[config.mk]
export PLATFORM = sky130hd
export DESIGN_NAME = fp_regfile_wb
export DESIGN_NICKNAME = d
export VERILOG_FILES = /design/src/rtl/fp_regfile_wb.sv
export SDC_FILE = /design/constraint.sdc
export NUM_CORES = 2
export LEC_CHECK = 0
export CORE_AREA = 2 2 473 475
export CTS_BUF_LIST = sky130_fd_sc_hd__clkbuf_4
export DETAILED_ROUTE_END_ITERATION = 10
export DIE_AREA = 0 0 475 477
export DONT_BUFFER_PORTS = 1
export PLACE_DENSITY = 0.47
export SLEW_MARGIN = 15
export SYNTH_ARGS = -nofsm -noshare
export SYNTH_HDL_FRONTEND = slang
export SYNTH_SLANG_ARGS = --single-unit
[constraint.sdc]
create_clock -name clk_i -period 3.1 [get_ports clk_i]
set_clock_uncertainty 0.1 [all_clocks]
set_input_delay 0.31 -clock clk_i [delete_from_list [all_inputs] [get_ports clk_i]]
set_output_delay 0.31 -clock clk_i [all_outputs]
set_load 0.01 [all_outputs]
[src/rtl/fp_regfile_wb.sv]
// fp_regfile_wb: FP register file with single-port commit arbiter, load-writeback FIFO,
// bypassed operand reads and a RAW busy scoreboard for the issue stage.
module fp_regfile_wb #(
  parameter int NUM_REGS = 32,
  parameter int DATA_W = 32,
  parameter int LD_FIFO_DEPTH = 2,
  localparam int AW = $clog2(NUM_REGS)
) (
  input  logic              clk_i,
  input  logic              rst_i,
  input  logic              fpu_we_i,
  input  logic [AW-1:0]     fpu_waddr_i,
  input  logic [DATA_W-1:0] fpu_wdata_i,
  input  logic              ld_valid_i,
  output logic              ld_ready_o,
  input  logic [AW-1:0]     ld_waddr_i,
  input  logic [DATA_W-1:0] ld_wdata_i,
  input  logic [AW-1:0]     raddr1_i,
  input  logic [AW-1:0]     raddr2_i,
  input  logic [AW-1:0]     raddr3_i,
  output logic [DATA_W-1:0] rdata1_o,
  output logic [DATA_W-1:0] rdata2_o,
  output logic [DATA_W-1:0] rdata3_o,
  input  logic              issue_valid_i,
  input  logic [2:0]        issue_use_i,
  input  logic [AW-1:0]     issue_rd_i,
  output logic              issue_stall_o,
  output logic [NUM_REGS-1:0] busy_o
);
  localparam int PW = $clog2(LD_FIFO_DEPTH);
  logic [DATA_W-1:0] regs [NUM_REGS];
  logic [AW-1:0] fifo_addr [LD_FIFO_DEPTH];
  logic [DATA_W-1:0] fifo_data [LD_FIFO_DEPTH];
  logic [PW-1:0] wr_ptr, rd_ptr;
  logic [PW:0] count;
  logic push, pop, commit_we;
  logic [AW-1:0] commit_addr;
  logic [DATA_W-1:0] commit_data;
  logic [NUM_REGS-1:0] busy, busy_nxt;
  logic [AW-1:0] raddr [3];
  logic [DATA_W-1:0] rdata [3];
  logic [2:0] hazard;
  // FPU results are never back-pressured; the FIFO drains only in idle FPU cycles
  assign ld_ready_o = count != (PW+1)'(LD_FIFO_DEPTH);
  assign push = ld_valid_i && ld_ready_o;
  assign pop = count != '0 && !fpu_we_i;
  assign commit_we = fpu_we_i || pop;
  assign commit_addr = fpu_we_i ? fpu_waddr_i : fifo_addr[rd_ptr];
  assign commit_data = fpu_we_i ? fpu_wdata_i : fifo_data[rd_ptr];
  assign raddr = '{raddr1_i, raddr2_i, raddr3_i};
  for (genvar k = 0; k < 3; k++) begin : g_port
    assign rdata[k] = commit_we && commit_addr == raddr[k] ? commit_data : regs[raddr[k]];
    assign hazard[k] = issue_use_i[k] && busy[raddr[k]] && !(commit_we && commit_addr == raddr[k]);
  end
  assign rdata1_o = rdata[0];
  assign rdata2_o = rdata[1];
  assign rdata3_o = rdata[2];
  assign issue_stall_o = issue_valid_i && |hazard;
  assign busy_o = busy;
  always_comb begin
    busy_nxt = busy;
    if (commit_we) busy_nxt[commit_addr] = 1'b0;
    if (issue_valid_i && !issue_stall_o) busy_nxt[issue_rd_i] = 1'b1;
  end
  always_ff @(posedge clk_i) begin
    if (rst_i) begin
      for (int i = 0; i < NUM_REGS; i++) regs[i] <= '0;
      busy <= '0;
      wr_ptr <= '0;
      rd_ptr <= '0;
      count <= '0;
    end else begin
      busy <= busy_nxt;
      if (commit_we) regs[commit_addr] <= commit_data;
      if (push) wr_ptr <= wr_ptr + PW'(1);
      if (pop) rd_ptr <= rd_ptr + PW'(1);
      count <= count + (PW+1)'(push) - (PW+1)'(pop);
    end
  end
  always_ff @(posedge clk_i) begin
    if (push) begin
      fifo_addr[wr_ptr] <= ld_waddr_i;
      fifo_data[wr_ptr] <= ld_wdata_i;
    end
  end
endmodule

**Word level (Yosys, flattened, before mapping)**

Memory sizes are Yosys's and may differ from the RTL's. A register that Yosys moved wholly into a read port is not among the register bits.
Index checks and enable logic that the tools add are counted.

- Add/subtract/negate cells: 4
- $lt $le $gt $ge: 7
- Equality and inequality tests: 4
- Muxes and demuxes: 31
- Bitwise logic cells: 3
- Reductions and logical operators: 24

Operators by type and width:

| kind | count |
|---|---|
| $mux 32 | 7 |
| $and 32x32->32 | 1 |
| $not 32->32 | 1 |
| $or 32x32->32 | 1 |
| $reduce_or 32->1 | 1 |
| $lt 5x6->1 const B | 5 |
| $mux 1 | 17 |
| $bmux 1 s5 | 3 |
| $eq 5x5->1 | 3 |
| $logic_and 1x1->1 | 15 |
| $demux 1 s5 | 2 |
| $ge 5x1->1 const B | 2 |
| $mux 5 | 2 |
| $logic_not 1->1 | 5 |
| $reduce_or 3->1 | 1 |
| $add 1x1->1 const B | 2 |
| $add 2x1->2 | 1 |
| $ne 2x2->1 const B | 1 |
| $reduce_bool 2->1 | 1 |
| $sub 2x1->2 | 1 |
| $logic_or 1x1->1 | 1 |

- Flip-flop bits (word level): 36
- Memory bits (writable): 1098
- Output and inout bits: 130
- Word-level logic and storage cells: 80
- Memories kept: 3

Memories:

| memory | depth | width | rd ports | clocked after Yosys merged registers in | wr ports | line | text |
|---|---|---|---|---|---|---|---|
| regs | 32 | 32 | 3 | 0 | 32 | 31 | `logic [DATA_W-1:0] regs [NUM_REGS];` |
| fifo_data | 2 | 32 | 1 | 1 | 1 | 33 | `logic [DATA_W-1:0] fifo_data [LD_FIFO_DEPTH];` |
| fifo_addr | 2 | 5 | 1 | 1 | 1 | 32 | `logic [AW-1:0] fifo_addr [LD_FIFO_DEPTH];` |

**Logic depth before layout (Yosys ltp)**

- Depth after elaboration: 11
- Depth in mapped cells: 12
- Mapped depth without buffers: 8

**Worst setup path after synthesis**

OpenSTA, ideal clock, no wires.

- Kind: reg-to-reg
- Start point: reg (tool-made name)
- End point: mem regs[27][0] (enable)
- Setup time: 0.387 ns
- Arrival: 2.511 ns
- Slack: 0.103 ns
- Stages on the path, launching flop included: 8
- Path buffers: 2
- Clock period less this slack: 2.997 ns
- Cells stage by stage: dfxtp_1 buf_2 buf_2 mux2i_1 o21ai_0 nor3_1 a21oi_1 inv_1

RTL lines:

| item | line |
|---|---|
| to (decl) | 31 |

==> results.md <==
* Status: finished, violations left
* Failing checks: negative hold slack, max-slew violations, negative setup slack
* Hold Path Class: primary input to flip-flop
* Area grow syn2layout at 23.2%
* Slowest stage delay, CP at slightly below 0.4 ns
* Final worst setup slack at -1.15 ns
* Wire length on met3 at between 30000 and 40000 µm
* Area contributors post-synth: edfxtp_1, mux4_2, nor2_1, clkbuf_1, a21oi_1
* GP Congestion at ~0.83
* Clk Latency, worst-skew pair at between 1 and 1.5 ns
* Clk pin slew, worst setup/hold paths at about 0.070 ns
* Core area at approximately 220000 µm²
* P_leak at 28.7 nW
* Seq/Total Area, Yosys at 0.510
* Count leader, synth: edfxtp_1
* Number of global-route vias before repair at around 48000
* Post-synthesis xor/xnor area fraction at 0.00132
* Die height at about 480 µm
* Number of flops mapped to enable cells by yosys at 1098
* Simple-Gate Fraction of Synth Area at 0.0811
* Critical path class: flip-flop to output pin
* Arr. time, crit path at roughly 3.8 ns
* Number of max-cap violations at 0
* Fmax at 235 MHz
* Complex-gate fraction of the synthesized area at 0.0314
* FP Rows at approximately 170
* Mapped Area at about 66000 µm²
* Worst Setup Start Kind: flip-flop
* Commonest cells in the netlist: edfxtp_1, nor2_1, mux4_2
* Largest net degree at the start of global routing at 268
* Stages on worst setup path at 13
* Largest family of logic cells by synthesized area: multiplexers
* DRC Markers at 0
* Initial antenna violation count at 17
* Synth top area share at 0.498
* Seq cells post-synth at between 1000 and 1500
* Proportion of synthesized area in mux cells at 0.343
* Cell Pwr Density at 538 nW/µm²
* Leading area contributor after synthesis: edfxtp_1
* Adder-Cell Fraction of Synth Area at 0.000378
* DIE AREA at ~230000 µm²
* Post-synth net total at 4468
* Slowest-stage cell, CP: dfxtp_4
* Slew Viols, Final at between 300 and 400
* Post-synth top flop: edfxtp_1
* Fraction of layout cells with a size suffix above 1 at 0.417
* Drt total wl at ~310000 µm
* Maximum vdd drop at between 0.3 and 0.4 mV
* Die W at about 480 µm
* Worst Path Required at around 2.7 ns
* Setup TNS Final at -217.64 ns
* Gr ovfl total at 0
* Min Hold Slack at -0.576 ns
* Met2 WL post-DR at 143000 µm
* Clock root buffer: clkbuf_4
* Slew @ Worst Pin at 1.83 ns
* Global-route wire length before repair at between 400000 and 500000 µm
* Critical-path cell list: buf_6 -> buf_6 -> mux2i_4 -> o211ai_1 -> nand4_1 -> nor4_4 -> buf_6 -> buf_6 -> buf_12 -> buf_12 -> a211oi_2 -> a21oi_2 -> buf_4
* GR Util All Layers at 0.257
* Via density at about 6
* Num ports at approximately 230
* Cells after Synth at roughly 4400
* Final nets at about 5100
* WL met1 at about 110000 µm
* Setup violators final at approximately 650
* Starting DRT DRC Count at roughly 7400
* Hold Crit Depth at 3
* ANT nets after route at 0
* IO Port Bufs at 0
* Highest metal used: met5
* DRT Pass-1 Iters at 8
* Starting density of the core at 0.299
* RSZ-0062 raised after global routing: yes
* CTS tree: built
* Number of buffers created by CTS at 321
* Total power at roughly 44 mW
* Max_slew headroom at -0.221
* Distinct cells, synth at 52
* Vias at approximately 49000
* Crit path buffers/inverters at 7
* Final worst-path cycle share at 1.37
* Reg2reg path depth at 10
* Synthesized area per cell at between 15 and 20 µm²
* Largest driver fanout on the critical path at 7
* Final min period at between 4 and 5 ns
* WL/cell at ~37 µm
* Most used cell, CP: buf_6
* CP Capture Type: output pin
* CTS H-tree lvls at 5
* Detail Placement HPWL at 154000 µm
* Post-synth ARST share at 0
* Max Root-Sink Buffers at 4
* Fin. Hold Viols at 531
* CTS Sinks at around 1100
* CP delay by family, top: buffers and inverters
* Synth warnings at 0
==> power breakdown <==
part / switching [mW] / leakage, nW / internal (mW)
clock: 6.85 / 2.26 / 6.88
combinational: 6.28 / 14.8 / 4.99
sequential: 0.729 / 11.6 / 18.2
==> final cells by class <==
type / count / area [µm²]
Multi-Input combinational cell: 2698 / 31500
Antenna cell: 6 / 15.0
Sequential cell: 1135 / 33700
Clock buffer: 435 / 3270
Inverter: 46 / 194
Timing Repair Buffer: 753 / 8610
Tap cell: 2975 / 3720
Fill cell: 21000 / 140000
Clock inverter: 96 / 510
==> flip-flops by register name, summed over array words and instances, names as in the netlist, named ones only <==
name       flops
wr_ptr         1
count          2
rd_ptr         1
busy_o        32
fifo_data     64
regs        1024
fifo_addr     10
==> worst reg2reg max path: stages, from the launching register on <==
cell and delay [ns]:
dfxtp_4 0.41, mux2_2 0.39, o21ai_1 0.26, buf_4 0.18
nor3_1 0.05, buf_4 0.17, dlygate4sd3_1 0.74, nand2_2 0.15
buf_12 0.35, nor2_1 0.11, dlygate4sd3_1 0.56
==> layout by cell type, fill, tap and decap left out, types with 49 or more instances in the layout <==
cell type and instances:
buf_12 105, mux2i_1 49, dlygate4sd3_1 258, mux4_2 981
clkbuf_4 435, buf_4 264, edfxtp_1 1098, nor2_1 1068
clkinv_1 73, a21oi_1 80, and2_1 91, buf_6 53
nand2_1 57
==> worst paths after layout <==
check / start / end / slack [ns]
setup / recovery: flip-flop / rdata3_o[2] / -1.15
hold / removal: fpu_we_i / regs[1][20] / -0.58
setup reg to reg: flip-flop / regs[20][23] / -0.61
hold reg to reg: busy_o[22] / busy_o[22] / 0.49
==> logic make-up (layout without fill, tap and decap cells) <==
family / Yosys count / after routing
other: 0 / 6
buffers and inverters: 531 / 1330
AO/OA/AOI/OAI: 330 / 330
XOR/XNOR: 10 / 10
flip-flops: 1135 / 1135
multiplexers: 1039 / 1039
adder cells (fa/ha/maj): 2 / 2
AND/OR/NAND/NOR: 1317 / 1317
==> through the flow <==
step                 util  hold WS (ns)  std cells  worst slack, ns  area, µm²
detailed placement  0.326         0.289       7222           -0.328      72100
global route        0.368        -0.669       8141            -1.32      81500
finish              0.368        -0.576       8144            -1.15      81500
global placement    0.326         0.290       7222           -0.337      72100
floorplan               -         0.309       4364            0.103      66200
CTS                 0.359        -0.735       8050            -1.28      79500
==> what timing repair did <==
item / 4_1_cts / 5_1_grt
cloned: 4 / 18
hold buffers: 256 / 42
gates resized for setup: 111 / 218
hold endpoints to repair: 2233 / 873
setup buffers: 41 / 40
pin swaps: 12 / 9
endpoints found under the setup margin: 127 / 1824
==> layer usage <==
layer,global-route usage,vias up
met3,0.0672,796
met4,0.130,6
li1,-,18800
met5,0,-
met1,0.325,25900
met2,0.407,3680
Note: power is estimated with default switching activity, not from simulation.
